### config.mk
export PLATFORM = sky130hd
export DESIGN_NAME = deserializer_fifo
export DESIGN_NICKNAME = d
export VERILOG_FILES = /design/src/rtl/deser_pkg.sv /design/src/rtl/sync_word_fifo.sv /design/src/rtl/deserializer_fifo.sv
export SDC_FILE = /design/constraint.sdc
export NUM_CORES = 1
export LEC_CHECK = 0
export CELL_PAD_IN_SITES_DETAIL_PLACEMENT = 2
export CELL_PAD_IN_SITES_GLOBAL_PLACEMENT = 2
export CORE_MARGIN = 2
export CORE_UTILIZATION = 25
export CTS_CLUSTER_SIZE = 12
export DETAILED_ROUTE_END_ITERATION = 6
export HOLD_SLACK_MARGIN = 0.05
export PLACE_DENSITY = 0.5
export SLEW_MARGIN = 15
export SYNTH_ARGS = -nofsm -noshare
export SYNTH_HDL_FRONTEND = slang
export SYNTH_SLANG_ARGS = --single-unit
### constraint.sdc
create_clock -name clk_100KHz -period 5.6 [get_ports clk_100KHz]
set_input_delay 1.4 -clock clk_100KHz [delete_from_list [all_inputs] [get_ports clk_100KHz]]
set_output_delay 1.4 -clock clk_100KHz [all_outputs]
set_load 0.005 [all_outputs]
### src/rtl/deser_pkg.sv
// Shared types and helpers for the serial-to-parallel deserializer.
package deser_pkg;

  typedef enum logic [0:0] {S_COLLECT = 1'b0, S_HOLD = 1'b1} deser_state_t;

  function automatic int unsigned bit_cnt_w(input int unsigned data_w);
    return $clog2(data_w + 1);
  endfunction

endpackage

### src/rtl/sync_word_fifo.sv
// Single-clock word FIFO; accepts a push while full if a pop happens on the same edge.
module sync_word_fifo #(
  parameter int unsigned DATA_W = 8,
  parameter int unsigned DEPTH  = 4
) (
  input  logic                       clk_100KHz,
  input  logic                       reset,
  input  logic                       push,
  input  logic [DATA_W-1:0]          push_data,
  input  logic                       pop,
  output logic [DATA_W-1:0]          head,
  output logic                       empty,
  output logic                       full,
  output logic [$clog2(DEPTH+1)-1:0] count
);

  localparam int unsigned AW    = $clog2(DEPTH);
  localparam int unsigned CNT_W = $clog2(DEPTH + 1);

  logic [DATA_W-1:0] mem [DEPTH];
  logic [AW-1:0]     wr_ptr;
  logic [AW-1:0]     rd_ptr;
  logic              do_push;
  logic              do_pop;

  assign empty   = (count == CNT_W'(0));
  assign full    = (count == CNT_W'(DEPTH));
  assign do_pop  = pop & ~empty;
  assign do_push = push & (~full | do_pop);
  assign head    = mem[rd_ptr];

  always_ff @(posedge clk_100KHz or posedge reset) begin
    if (reset) begin
      for (int i = 0; i < int'(DEPTH); i++) mem[i] <= '0;
      wr_ptr <= '0;
      rd_ptr <= '0;
      count  <= '0;
    end else begin
      if (do_push) begin
        mem[wr_ptr] <= push_data;
        wr_ptr      <= wr_ptr + AW'(1);
      end
      if (do_pop) rd_ptr <= rd_ptr + AW'(1);
      // Simultaneous push and pop leave the occupancy unchanged
      if (do_push && !do_pop)      count <= count + CNT_W'(1);
      else if (do_pop && !do_push) count <= count - CNT_W'(1);
    end
  end

endmodule

### src/rtl/deserializer_fifo.sv
// Serial-to-parallel converter: shifts strobed bits into words and queues them for a
// data_ready/ack_in consumer, holding the last word while the queue is full.
module deserializer_fifo
  import deser_pkg::*;
#(
  parameter int unsigned DATA_W    = 8,
  parameter int unsigned DEPTH     = 4,
  parameter bit          MSB_FIRST = 1'b1
) (
  input  logic                       clk_100KHz,
  input  logic                       reset,
  input  logic                       data_in,
  input  logic                       write_in,
  input  logic                       ack_in,
  output logic                       status_out,
  output logic [DATA_W-1:0]          data_out,
  output logic                       data_ready,
  output logic [$clog2(DEPTH+1)-1:0] count_out,
  output logic                       overflow_out
);

  localparam int unsigned CW = bit_cnt_w(DATA_W);

  deser_state_t      state;
  deser_state_t      state_next;
  logic [DATA_W-1:0] shifter;
  logic [DATA_W-1:0] shifter_next;
  logic [DATA_W-1:0] shift_in;
  logic [CW-1:0]     bit_cnt;
  logic [CW-1:0]     cnt_next;
  logic              overflow;
  logic              ovf_next;
  logic              push;
  logic [DATA_W-1:0] push_data;
  logic              pop;
  logic              space;
  logic [DATA_W-1:0] head;
  logic              empty;
  logic              full;

  assign shift_in = MSB_FIRST ? {shifter[DATA_W-2:0], data_in}
                              : {data_in, shifter[DATA_W-1:1]};

  assign pop   = ack_in & ~empty;
  assign space = ~full | pop;

  always_ff @(posedge clk_100KHz or posedge reset) begin
    if (reset) begin
      state    <= S_COLLECT;
      shifter  <= '0;
      bit_cnt  <= '0;
      overflow <= 1'b0;
    end else begin
      state    <= state_next;
      shifter  <= shifter_next;
      bit_cnt  <= cnt_next;
      overflow <= ovf_next;
    end
  end

  always_comb begin
    state_next   = state;
    shifter_next = shifter;
    cnt_next     = bit_cnt;
    ovf_next     = overflow;
    push         = 1'b0;
    push_data    = shifter;
    case (state)
      S_COLLECT: begin
        if (write_in) begin
          shifter_next = shift_in;
          if (bit_cnt == CW'(DATA_W - 1)) begin
            if (space) begin
              push      = 1'b1;
              push_data = shift_in;
              cnt_next  = '0;
            end else begin
              cnt_next   = CW'(DATA_W);
              state_next = S_HOLD;
            end
          end else begin
            cnt_next = bit_cnt + CW'(1);
          end
        end
      end
      S_HOLD: begin
        // Serial side is stalled: any strobe here loses a bit
        if (write_in) ovf_next = 1'b1;
        if (space) begin
          push       = 1'b1;
          cnt_next   = '0;
          state_next = S_COLLECT;
        end
      end
      default: state_next = S_COLLECT;
    endcase
  end

  sync_word_fifo #(
    .DATA_W(DATA_W),
    .DEPTH (DEPTH)
  ) u_fifo (
    .clk_100KHz(clk_100KHz),
    .reset     (reset),
    .push      (push),
    .push_data (push_data),
    .pop       (pop),
    .head      (head),
    .empty     (empty),
    .full      (full),
    .count     (count_out)
  );

  assign status_out   = (state == S_COLLECT);
  assign data_ready   = ~empty;
  assign data_out     = empty ? '0 : head;
  assign overflow_out = overflow;

endmodule
Word level (Yosys, flattened, before mapping):

Cells that the tools add are included.

* flip-flop bits (word level): 53
* bits of input ports: 5
* output and inout port bits: 14
* word-level logic and storage cells: 69

* $add $sub $neg: 5
* $lt $le $gt $ge: 3
* equal/unequal tests: 4
* mux-type cells: 26
* bitwise gates (word level): 10
* reductions and logical operators: 10

Operators by type and width (number)
* 2-to-1 mux 8 bit: 8
* bitwise mux 32 bit: 1
* binary-select mux 8 bit (select 2 bit): 1
* demux 8 bit (select 2 bit): 1
* 2-to-1 mux 4 bit: 4
* one-hot mux 4 bit (2 select lines): 1
* >= comparator 3 bit, second input constant: 2
* 2-to-1 mux 1 bit: 6
* 2-to-1 mux 3 bit: 2
* inverter 2 -> 3 bit: 2
* AND reduction 2 bit: 3
* adder 2 x 1 -> 2 bit, second input constant: 2
* adder 4 x 1 -> 4 bit, second input constant: 1
* == test 4 x 3 -> 1 bit, second input constant: 1
* one-hot mux 1 bit (2 select lines): 2
* adder 3 x 1 -> 3 bit, second input constant: 1
* bitwise AND 1 bit: 3
* == test 3 bit, second input constant: 1
* logical AND 1 bit: 3
* logical NOT 3 bit: 1
* < comparator 3 x 1 -> 1 bit, second input constant: 1
* inverter 1 bit: 3
* subtractor 3 x 1 -> 3 bit, second input constant: 1
* logical NOT 1 bit: 2
* 4 further kinds: 5

Depth between registers and ports, before layout:

* depth in word-level cells: 13
* gate-level depth with buffers: 10
* mapped depth without buffers: 10

Cells and area by module:

From an unflattened synthesis, not the netlist that was laid out.

* cells, all modules: 201
* area total of the unflattened synthesis: 2651.3 um^2

By module, submodules not included
* sync_word_fifo: instances 1, cells each 114, area an instance 1798.0 um^2, seq. area each 975.9 um^2
* deserializer_fifo: instances 1, cells each 87, area an instance 853.3 um^2, seq. area each 350.3 um^2

Worst setup path before layout:

OpenSTA, ideal clock, no wires.

* path type: input to register
* from: in write_in
* to: reg u_fifo.count[2]
* setup time: 0.079 ns
* arrival time: 2.977 ns
* required time: 5.521 ns
* setup slack: 2.544 ns
* stages on the path: 9
* path buffers: 0
* cell sequence: nand4b_2 > and2_1 > nor2_1 > ha_1 > inv_1 > fa_1 > xor2_1 > nor2_1 > xor2_1

* longest elaborated chain between the ends: 6
* elaborated cells between the ends (all ways): 8
* classes of those cells: 3 x mux; 1 x bitwise; 4 x reduce/logical

Ends and longest elaborated chain
* start: declaration: RTL line deserializer_fifo.sv:13 `input logic write_in,`
* 2-to-1 mux 1 bit *: RTL line deserializer_fifo.sv:70 `if (write_in) begin`
* one-hot mux 1 bit (2 select lines) *: RTL line deserializer_fifo.sv:68 `case (state)`
* bitwise AND 1 bit *: RTL line sync_word_fifo.sv:29 `assign do_push = push & (~full | do_pop);`
* net u_fifo.do_push: RTL line sync_word_fifo.sv:23 `logic do_push;`
* logical NOT 1 bit: RTL line sync_word_fifo.sv:46 `else if (do_pop && !do_push) count <= count - CNT_W'(1);`
* logical AND 1 bit: RTL line sync_word_fifo.sv:46
* nonzero test 2 bit (no line)
* end signal: assignment: RTL line sync_word_fifo.sv:45 `if (do_push && !do_pop) count <= count + CNT_W'(1);`
* end signal: assignment: RTL line sync_word_fifo.sv:46
* end: declaration: RTL line sync_word_fifo.sv:14 `output logic [$clog2(DEPTH+1)-1:0] count`

Mark *: on every way through the listed nets, which the timed path passes. The rest lies on a longest branch.
A chain may end at the register's enable or synchronous reset.

Worst setup path after layout:

* from: reg u_fifo.rd_ptr[0]
* to: out data_out[5]

* longest elaborated chain between the ends: 5

Ends and longest elaborated chain
* start: declaration: RTL line sync_word_fifo.sv:22 `logic [AW-1:0] rd_ptr;`
* start signal: assignment: RTL line sync_word_fifo.sv:43 `if (do_pop) rd_ptr <= rd_ptr + AW'(1);`
* inverter 2 -> 3 bit (not written as such): RTL line sync_word_fifo.sv:30 `assign head = mem[rd_ptr];`
* binary-select mux 8 bit (select 2 bit): RTL line sync_word_fifo.sv:30
* 2-to-1 mux 8 bit (not written as such) (2 in a row): RTL line sync_word_fifo.sv:30
* 2-to-1 mux 8 bit: RTL line deserializer_fifo.sv:116 `assign data_out = empty ? '0 : head;`
* end: declaration: RTL line deserializer_fifo.sv:16 `output logic [DATA_W-1:0] data_out,`

No other way between the ends. The select of a mux whose other input is x is not followed.

==> impl_metrics.yaml <==
outcome:
  status: "finished clean"
timing:
  maxClockFrequency_mhz: 271
  min_period_over_period_pct: 65.8
  finalHoldViolCount: 0
  holdWs_ps: 466
  relSlewSlack_pct: 23.8
  fin_crit_ps: 3680
  final-max-slew-violation-count: 0
  tightest_slew_ps: 1140
  setup_total_negative_slack_ps: 0
  final.setup_skew_ps: 10.6
  final_setup_fails: 0
  rsz0062_at_grt: "false"
place:
  numPortBuffers: 18
  place_hpwl_um: 4180
  globalplace.congestion: 0.680
critical_path:
  crit_required_ps: 4200
  critical_path_depth: 3
  rr_worst_depth: 10
  path_max_fanout: 10
  cp_num_buf_inv: 1
  start_kind: "flip-flop"
  cp_slowest_cell: "sky130_fd_sc_hd__dfrtp_1"
  critical_path_cell_list: "mux4_2, and2_1, clkdlybuf4s50_1"
  critical_path_class: "flip-flop to output port"
  cpPeakStageDelay_ps: 770
  path_delay_family: "flip-flops"
  critical_path_at_ps: 2280
  setup.worst_path.end_class: "output port"
clock_tree:
  cts_htree_levels: 2
  number_of_buffers_inserted_during_clock_tree_synthesis: 5
  postCtsSetupBuffers: 0
  cts-root-to-sink-buffers: 2
  cts.root.buffer_cell: "sky130_fd_sc_hd__clkbuf_8"
  tritoncts_clock_tree: "yes"
  cts_clk_pin_slew_worst_paths_ps: 100
  cts_hold_buffers: 0
  cts.repair.resized: 0
  clock_insertion_delay_at_the_later_pin_of_the_skew_report_ps: 310
  clkSinkCount: 53
power:
  power.ir.vdd_worst_uv: 120
  power_leakage_uw: 0.00130
  power-per-cell-area_nw_per_um2: 492
  power_uw: 1450
floorplan:
  die_width_um: 105
  start_util_pct: 25.8
  placementRows: 36
  die_area_um2: 10900
  dieHeight_um: 105
  boundaryPins: 19
  core-area_um2: 9820
cells_and_area:
  final_common_cell: "sky130_fd_sc_hd__dfrtp_1"
  area.growth.synth_to_final_pct: 16.4
  fin_nets: 249
  n_antenna_cell: 0
  layout_common_cells: "53 x sky130_fd_sc_hd__dfrtp_1, 35 x sky130_fd_sc_hd__nor2_1, 34 x sky130_fd_sc_hd__a21oi_1"
  post_route_cells_drive_above_1_share_pct: 16.5
global_route:
  first_pass_grt_wire_length_um: 10700
  first_global_vias: 1915
  antenna_found_initial: 0
  overflow: 0
  track_usage_pct: 12.4
  grt_max_degree: 54
drt:
  antenna_violating_nets_left: 0
  drt-wirelength-per-cell_um: 16.4
  route.final.wire_length_um: 6060
  via_per_inst: 4.51
  drc: 0
  drt_first_iter_violations: 49
  via_count: 1667
  detailedRoute.firstPassIterationCount: 3
synth:
  post_synthesis_net_count: 230
  synth_sequential_area_ratio_pct: 52.4
  syn-instance-count: 218
  postSynthAreaPerCell_um2: 11.6
  synth-seq-cells: 53
  ys_types: 30
  syn-cell-area_um2: 2530
  yosysWarnings: 0
min_path:
  holdPathStages: 1
  hold_path_class: "flip-flop to flip-flop"
job:
  drv.max_cap_violation_count: 0
kinds of logic after synthesis:
group                    after synthesis  synth area share (%)
flip-flops                            53                  52.4
adder cells (fa/ha/maj)                7                  3.76
AO/OA/AOI/OAI                         46                  10.9
multiplexers                          27                  15.3
XOR/XNOR                               6                  2.08
buffers and inverters                 19                  3.36
AND/OR/NAND/NOR                       60                  12.2
routing by layer:
metal	routed length, um	global-route usage [%]	vias to the layer above
met5	0	0	-
met4	76	3.43	0
met3	115	2.25	8
met2	2790	19.7	11
met1	3080	17.4	856
li1	-	-	792
power by group:
group	switching [uW]	internal, uW
clock	131	98.2
sequential	152	525
combinational	219	324
state kept, by name, summed over array words and instances (netlist names):
name           flops
bit_cnt            4
u_fifo.rd_ptr      2
u_fifo.count       3
state              1
overflow_out       1
u_fifo.wr_ptr      2
shifter            8
u_fifo.mem        32
synthesized netlist by cell type:
library cell / instances / area share, %
sky130_fd_sc_hd__o21ai_0: 2 / 0.40
sky130_fd_sc_hd__a21o_1: 2 / 0.59
sky130_fd_sc_hd__mux2i_2: 1 / 0.54
sky130_fd_sc_hd__mux2i_1: 8 / 3.2
sky130_fd_sc_hd__inv_1: 9 / 1.3
sky130_fd_sc_hd__a41o_1: 1 / 0.40
sky130_fd_sc_hd__a21oi_2: 1 / 0.35
sky130_fd_sc_hd__nand3_1: 4 / 0.79
sky130_fd_sc_hd__buf_6: 1 / 0.45
sky130_fd_sc_hd__nand2_1: 3 / 0.45
sky130_fd_sc_hd__and2_1: 9 / 2.2
sky130_fd_sc_hd__nor4b_4: 1 / 0.94
sky130_fd_sc_hd__nor2_1: 35 / 5.2
sky130_fd_sc_hd__or4b_2: 1 / 0.40
sky130_fd_sc_hd__a21oi_1: 34 / 6.7
sky130_fd_sc_hd__nand3b_1: 2 / 0.59
sky130_fd_sc_hd__dfrtp_1: 53 / 52
sky130_fd_sc_hd__nand2b_1: 2 / 0.49
sky130_fd_sc_hd__mux2_2: 10 / 4.5
sky130_fd_sc_hd__buf_2: 5 / 0.99
sky130_fd_sc_hd__a31oi_1: 2 / 0.49
sky130_fd_sc_hd__xnor2_1: 4 / 1.4
sky130_fd_sc_hd__fa_1: 1 / 0.79
sky130_fd_sc_hd__a211oi_2: 4 / 2.0
sky130_fd_sc_hd__clkbuf_1: 4 / 0.59
sky130_fd_sc_hd__or3_1: 2 / 0.49
sky130_fd_sc_hd__nand4b_2: 1 / 0.59
sky130_fd_sc_hd__mux4_2: 8 / 7.1
sky130_fd_sc_hd__ha_1: 6 / 3.0
sky130_fd_sc_hd__xor2_1: 2 / 0.69
per-stage QoR:
stage	util, %	setup WS [ps]	cells	instance area (um2)
after global routing	30.0	1750	370	2950
after floorplan	-	2540	218	2530
after CTS	30.0	1820	370	2950
after global placement	29.1	1740	363	2860
final	30.0	1920	370	2950
after detailed placement	29.1	1630	363	2860
layout make-up:
cell class | instances | area (um2)
Fill cell | 1103 | 6870
Clock buffer | 6 | 82.6
Sequential cell | 53 | 1330
Inverter | 9 | 33.8
Timing Repair Buffer | 22 | 210
Tap cell | 133 | 166
Clock inverter | 1 | 7.51
Multi-Input combinational cell | 146 | 1120
path summary, 6_finish.rpt:
path                                                to  slack (ps)                    startpoint
max                                        data_out[5]        1920  u_fifo.rd_ptr[0]$_DFFE_PP0P_
min                           overflow_out$_DFFE_PP0P_         470      overflow_out$_DFFE_PP0P_
max reg2reg                u_fifo.count[2]$_DFFE_PP0P_        2970        bit_cnt[0]$_DFFE_PP0P_
max in group asynchronous   u_fifo.mem[16]$_DFFE_PP0P_        3540                         reset
min reg2reg                   overflow_out$_DFFE_PP0P_         470      overflow_out$_DFFE_PP0P_
min in group asynchronous       shifter[6]$_DFFE_PP0P_        1590                         reset
Note: power is estimated with default switching activity, not from simulation.
